[src/rtl/usb_fs_ls_tx_phy.sv]
// rtl/usb_fs_ls_tx_phy.sv - USB FS/LS transmit PHY: SYNC, NRZI, bit stuffing, EOP; optional keep-alive via USB_PHY_TX_KEEPALIVE_EN
module usb_fs_ls_tx_phy #(
   parameter int FS_CLKS_PER_BIT = 4,
   parameter int LS_CLKS_PER_BIT = 32,
   parameter int STUFF_LIMIT     = 6
) (
   input  logic       clk_i,
   input  logic       n_rst_i,
`ifdef USB_PHY_TX_KEEPALIVE_EN
   input  logic       keepalive_i,
`endif
   input  logic [7:0] utmi_data_out_i,
   input  logic       utmi_txvalid_i,
   input  logic [1:0] utmi_op_mode_i,
   input  logic [1:0] utmi_xcvrselect_i,
   output logic       utmi_txready_o,
   output logic       usb_tx_dp_o,
   output logic       usb_tx_dn_o,
   output logic       usb_tx_oen_o,
   output logic       tx_active_o
);

   localparam int CW = $clog2(LS_CLKS_PER_BIT);
   localparam int OW = $clog2(STUFF_LIMIT + 1);
   localparam logic [CW-1:0] FS_RELOAD = CW'(FS_CLKS_PER_BIT - 1);
   localparam logic [CW-1:0] LS_RELOAD = CW'(LS_CLKS_PER_BIT - 1);
   localparam logic [OW-1:0] STUFF_MAX = OW'(STUFF_LIMIT);

   typedef enum logic [2:0] {
      ST_IDLE,
      ST_SYNC,
      ST_DATA,
      ST_EOP_SE0,
      ST_EOP_J
   } state_t;

   state_t          state, state_d;
   logic [CW-1:0]   clk_cnt, clk_cnt_d;
   logic            ls, ls_d;           // latched speed: 1 = low speed
   logic            raw, raw_d;         // latched raw op mode
   logic [7:0]      shift, shift_d;
   logic [3:0]      idx, idx_d;         // bits sent in SYNC/byte (8 = done), SE0 bit count in EOP
   logic [OW-1:0]   ones, ones_d;       // consecutive ones on the wire
   logic            k_level, k_d;       // 1 = line at K, 0 = line at J
   logic            se0, se0_d;
   logic            driving, driving_d;

   logic            strobe;
   logic            sel_ls;
   logic            send;
   logic            bit_val;
   logic            finish_byte;
   logic            txready;

   assign strobe = (clk_cnt == '0);
   assign sel_ls = (utmi_xcvrselect_i == 2'b10);

   // J/K mapping depends on the latched speed; SE0 overrides both lines
   assign usb_tx_dp_o    = ~se0 & ~(k_level ^ ls);
   assign usb_tx_dn_o    = ~se0 &  (k_level ^ ls);
   assign usb_tx_oen_o   = ~driving;
   assign tx_active_o    = driving;
   assign utmi_txready_o = txready;

   // State register
   always_ff @(posedge clk_i or negedge n_rst_i) begin
      if (!n_rst_i) state <= ST_IDLE;
      else          state <= state_d;
   end

   // Datapath registers: bit timer, shifter, stuffing counter and line symbol
   always_ff @(posedge clk_i or negedge n_rst_i) begin
      if (!n_rst_i) begin
         clk_cnt <= '0;
         ls      <= 1'b0;
         raw     <= 1'b0;
         shift   <= '0;
         idx     <= '0;
         ones    <= '0;
         k_level <= 1'b0;
         se0     <= 1'b0;
         driving <= 1'b0;
      end else begin
         clk_cnt <= clk_cnt_d;
         ls      <= ls_d;
         raw     <= raw_d;
         shift   <= shift_d;
         idx     <= idx_d;
         ones    <= ones_d;
         k_level <= k_d;
         se0     <= se0_d;
         driving <= driving_d;
      end
   end

   // Next-state, bit sequencing and line encoding; line only moves on the strobe
   always_comb begin
      state_d     = state;
      clk_cnt_d   = clk_cnt;
      ls_d        = ls;
      raw_d       = raw;
      shift_d     = shift;
      idx_d       = idx;
      ones_d      = ones;
      k_d         = k_level;
      se0_d       = se0;
      driving_d   = driving;
      send        = 1'b0;
      bit_val     = 1'b0;
      finish_byte = 1'b0;
      txready     = 1'b0;

      if (state != ST_IDLE)
         clk_cnt_d = strobe ? (ls ? LS_RELOAD : FS_RELOAD) : clk_cnt - 1'b1;

      case (state)
         ST_IDLE: begin
            if (utmi_txvalid_i && utmi_op_mode_i != 2'b01) begin
               state_d   = ST_SYNC;
               ls_d      = sel_ls;
               raw_d     = (utmi_op_mode_i == 2'b10);
               clk_cnt_d = sel_ls ? LS_RELOAD : FS_RELOAD;
               driving_d = 1'b1;
               send      = 1'b1;
               bit_val   = 1'b0;
               idx_d     = 4'd1;
            end
`ifdef USB_PHY_TX_KEEPALIVE_EN
            else if (keepalive_i && sel_ls) begin
               state_d   = ST_EOP_SE0;
               ls_d      = 1'b1;
               clk_cnt_d = LS_RELOAD;
               driving_d = 1'b1;
               se0_d     = 1'b1;
               idx_d     = 4'd0;
            end
`endif
         end
         ST_SYNC: begin
            if (strobe) begin
               if (idx != 4'd8) begin
                  send    = 1'b1;
                  bit_val = (idx == 4'd7);
                  idx_d   = idx + 4'd1;
               end else begin
                  finish_byte = 1'b1;
               end
            end
         end
         ST_DATA: begin
            if (strobe) begin
               if (!raw && ones == STUFF_MAX) begin
                  k_d    = ~k_level;
                  ones_d = '0;
               end else if (idx != 4'd8) begin
                  send    = 1'b1;
                  bit_val = shift[0];
                  shift_d = {1'b0, shift[7:1]};
                  idx_d   = idx + 4'd1;
               end else begin
                  finish_byte = 1'b1;
               end
            end
         end
         ST_EOP_SE0: begin
            if (strobe) begin
               if (idx == 4'd0) begin
                  idx_d = 4'd1;
               end else begin
                  state_d = ST_EOP_J;
                  se0_d   = 1'b0;
                  k_d     = 1'b0;
               end
            end
         end
         ST_EOP_J: begin
            if (strobe) begin
               state_d   = ST_IDLE;
               driving_d = 1'b0;
               clk_cnt_d = '0;
            end
         end
         default: begin
            state_d = ST_IDLE;
         end
      endcase

      // End of SYNC or of a byte: take the next byte or close the packet
      if (finish_byte) begin
         if (utmi_txvalid_i) begin
            txready = 1'b1;
            state_d = ST_DATA;
            send    = 1'b1;
            bit_val = utmi_data_out_i[0];
            shift_d = {1'b0, utmi_data_out_i[7:1]};
            idx_d   = 4'd1;
         end else begin
            state_d = ST_EOP_SE0;
            se0_d   = 1'b1;
            idx_d   = 4'd0;
         end
      end

      // Raw data maps 1->J, 0->K directly; otherwise NRZI with ones tracking
      if (send) begin
         if (raw && state_d == ST_DATA) begin
            k_d = ~bit_val;
         end else begin
            if (!bit_val) k_d = ~k_level;
            ones_d = bit_val ? ones + 1'b1 : '0;
         end
      end
   end

endmodule

[config.mk]
export PLATFORM = sky130hd
export DESIGN_NAME = usb_fs_ls_tx_phy
export DESIGN_NICKNAME = d
export VERILOG_FILES = /design/src/rtl/usb_fs_ls_tx_phy.sv
export SDC_FILE = /design/constraint.sdc
export NUM_CORES = 1
export LEC_CHECK = 0
export CORE_ASPECT_RATIO = 0.8
export CORE_MARGIN = 4
export CORE_UTILIZATION = 35
export CTS_BUF_LIST = sky130_fd_sc_hd__clkbuf_4
export DETAILED_ROUTE_END_ITERATION = 10
export GPL_ROUTABILITY_DRIVEN = 0
export PLACE_DENSITY = 0.59
export SYNTH_ARGS = -nofsm -noshare
export SYNTH_HDL_FRONTEND = slang
export SYNTH_SLANG_ARGS = --single-unit
export TNS_END_PERCENT = 1
[constraint.sdc]
create_clock -name clk_i -period 2.5 [get_ports clk_i]
set_clock_uncertainty 0.05 [all_clocks]
set_input_delay 0.25 -clock clk_i [delete_from_list [all_inputs] [get_ports clk_i]]
set_output_delay 0.25 -clock clk_i [all_outputs]
set_load 0.02 [all_outputs]
==> flow_summary.json <==
{
  "status": "completed",
  "cts_tree": "yes",
  "p_leak_nw": 0.907,
  "combPwrFrac_pct": 44.6,
  "viasPerCell": 5.35,
  "ys_seq_area_share_pct": 39.0,
  "drt_first_pass_iters": 4,
  "slowest_stage": "dfrtp_1",
  "routed_wl_um": 4070,
  "io_buffers": 19,
  "vias": 1524,
  "total_switching_power_w": 0.000792,
  "cp_max_fo": 5,
  "die_y_um": 72.1,
  "ys.flop_type": "dfrtp_1",
  "rsz0062_at_grt": "false",
  "grt_pass1_wl_um": 6820,
  "worst_pin_slew_ns": 0.486,
  "p_per_area_mw_per_mm2": 882,
  "mostFrequentLayoutCells": "nand2_1 (28), dfrtp_1 (28), o21ai_0 (24)",
  "drt-met1-wl_um": 2160,
  "core_area_mm2": 0.00498,
  "grt_pass1_vias": 1378,
  "met2WireLength_um": 1710,
  "ant_nets": 0,
  "wl_per_cell_um": 14.3,
  "area_growth_syn_to_layout_pct": 16.4,
  "ir_worst_vdd_mv": 0.328,
  "track_usage_pct": 13.5,
  "nFillCells": 493,
  "setup_viol": 0,
  "drtIter0Drc": 193,
  "h-tree-depth": 1,
  "drive_above_1_share_pct": 9.42,
  "cts.sinks": 28,
  "start_util_pct": 36.1,
  "power_frac_clock_pct": 10.2,
  "placed_area_mm2": 0.00207,
  "final-max-slew-violation-count": 0,
  "finish.instance_area_mm2": 0.00209,
  "setup.worst_path.end_class": "primary output",
  "arrival_ns": 1.96,
  "syn_area_mm2": 0.00180,
  "hold_path_class": "input pin to asynchronous set/reset pin",
  "dp_hpwl_um": 3020,
  "cts_buffer_depth": 2,
  "async_reset_ff_share_pct": 100,
  "fin_crit_ns": 2.26,
  "required_ns": 2.20,
  "antenna_found_initial": 0,
  "ys_types": 50,
  "max_freq_mhz": 442,
  "cts_made_buffers": 3,
  "slew_headroom_pct": 67.2,
  "post-route-util_pct": 42.0,
  "yosys.area.top_type": "dfrtp_1",
  "synth_nets": 224,
  "finalCritPeriodShare_pct": 90.6,
  "overflow": 0,
  "nets": 245,
  "synth_seq_cells": 28,
  "p_int_w": 0.00105,
  "synth-edff-count": 0,
  "drc": 0,
  "root_buffer": "clkbuf_4",
  "clock_insertion_delay_worst_skew_ns": 0.33,
  "rows": 23,
  "synth_area_leaders": "dfrtp_1 (39%), o21ai_0 (6.7%), nand2_1 (5.8%), mux2i_1 (4.5%), ha_1 (3.5%)",
  "grt_max_degree": 29,
  "synth.avg_cell_area_um2": 8.81,
  "route.met3.wl_um": 166,
  "swShare_pct": 42.9,
  "tns_ns": 0,
  "synth_top_area_share_pct": 39.0,
  "die_w_um": 88.1,
  "finalHoldViolations": 0,
  "top_layer": "met4",
  "crit_chain": "inv_1 -> ha_1 -> nor4b_4 -> nand2_1 -> nor3_2 -> clkdlybuf4s15_1",
  "dieArea_mm2": 0.00635,
  "clkSlewWorstSetupHoldPaths_ns": 0.15,
  "syn_inst": 204,
  "path_class": "flop to primary output",
  "cpPeakStageDelay_ns": 0.44,
  "max_cap_viol_count": 0,
  "cp-start-kind": "flop",
  "seqPwrFrac_pct": 45.2,
  "antenna_cells": 0,
  "synth_warnings": 0,
  "ioPinCount": 20
}
[power by group through the flow]
stage / clock [W] / combinational (W) / sequential (W)
after floorplan: 0 / 0.000676 / 0.000757
after global placement: 0 / 0.000808 / 0.000836
after detailed placement: 0 / 0.000819 / 0.000840
after CTS: 0.000200 / 0.000819 / 0.000831
after global routing: 0.000214 / 0.000941 / 0.000870
final: 0.000188 / 0.000823 / 0.000834
[per-stage QoR]
step | power [W] | hold slack, ns | worst slack [ns] | cells
2_1_floorplan | 0.00143 | -0.0956 | 0.555 | 204
3_3_place_gp | 0.00164 | 0.434 | 0.316 | 282
3_5_place_dp | 0.00166 | 0.441 | 0.281 | 282
4_1_cts | 0.00185 | 0.250 | 0.153 | 285
5_1_grt | 0.00203 | 0.263 | 0.0100 | 285
6_report | 0.00184 | 0.244 | 0.235 | 285
[cell type report]
type,instances,area (µm²),share of cell area (%)
Multi-Input combinational cell,157,1020,48.9
Sequential cell,28,701,33.5
Timing Repair Buffer,24,228,10.9
Tap cell,62,77.6,3.71
Inverter,11,41.3,1.97
Clock buffer,3,22.5,1.08
[worst paths after layout]
kind                               startpoint  slack [ns]  cells past startpoint             end
setup / recovery                   clk_cnt[0]        0.24                      6  utmi_txready_o
max in group asynchronous             n_rst_i        1.89                      2        shift[3]
min in group clk_i         utmi_data_out_i[7]        0.40                      3        shift[6]
setup reg to reg                   clk_cnt[0]        0.26                      8         k_level
hold reg to reg                      shift[7]        0.46                      2        shift[7]
hold / removal                        n_rst_i        0.24                      2        state[2]
[flip-flops by register name (all words and copies together) (netlist names)]
signal,flops
clk_cnt,5
shift,8
ls,1
raw,1
state,3
idx,4
ones,3
tx_active_o,1
se0,1
k_level,1
[per-layer routing]
layer | up-vias | GRT usage [%]
met5 | - | 0
met4 | 0 | 2.01
met3 | 2 | 2.50
met2 | 28 | 18.6
met1 | 715 | 22.0
li1 | 779 | -
[timing repair]
action	4_1_cts	5_1_grt
hold buffers	0	0
endpoints found under the setup margin	1	1
gates resized for setup	1	2
setup buffers	0	0
[cell families after synthesis]
logic type / Yosys count / share of synthesized area, %
muxes: 8 / 4.46
DFF: 28 / 39.0
adders and majority gates: 5 / 3.48
buffers and inverters: 19 / 4.32
and+or+nand+nor: 86 / 28.1
AOI/OAI and AO/OA: 55 / 19.2
xor gates and xnor gates: 3 / 1.46
[Yosys cell counts (5+ instances only)]
cell type / n
nand2_1: 28
nand3_1: 8
mux2i_1: 8
nor2_1: 8
o21ai_0: 24
ha_1: 5
dfrtp_1: 28
inv_1: 11
a21oi_1: 6
nor2b_1: 5
buf_2: 5
[critical path, delay by kind of cell (launching register included)]
kind	cells	cell delay (ns)
and+or+nand+nor	3	0.62
DFF	1	0.44
adders and majority gates	1	0.18
buffers and inverters	2	0.40
(Power assumes the default switching activity.)
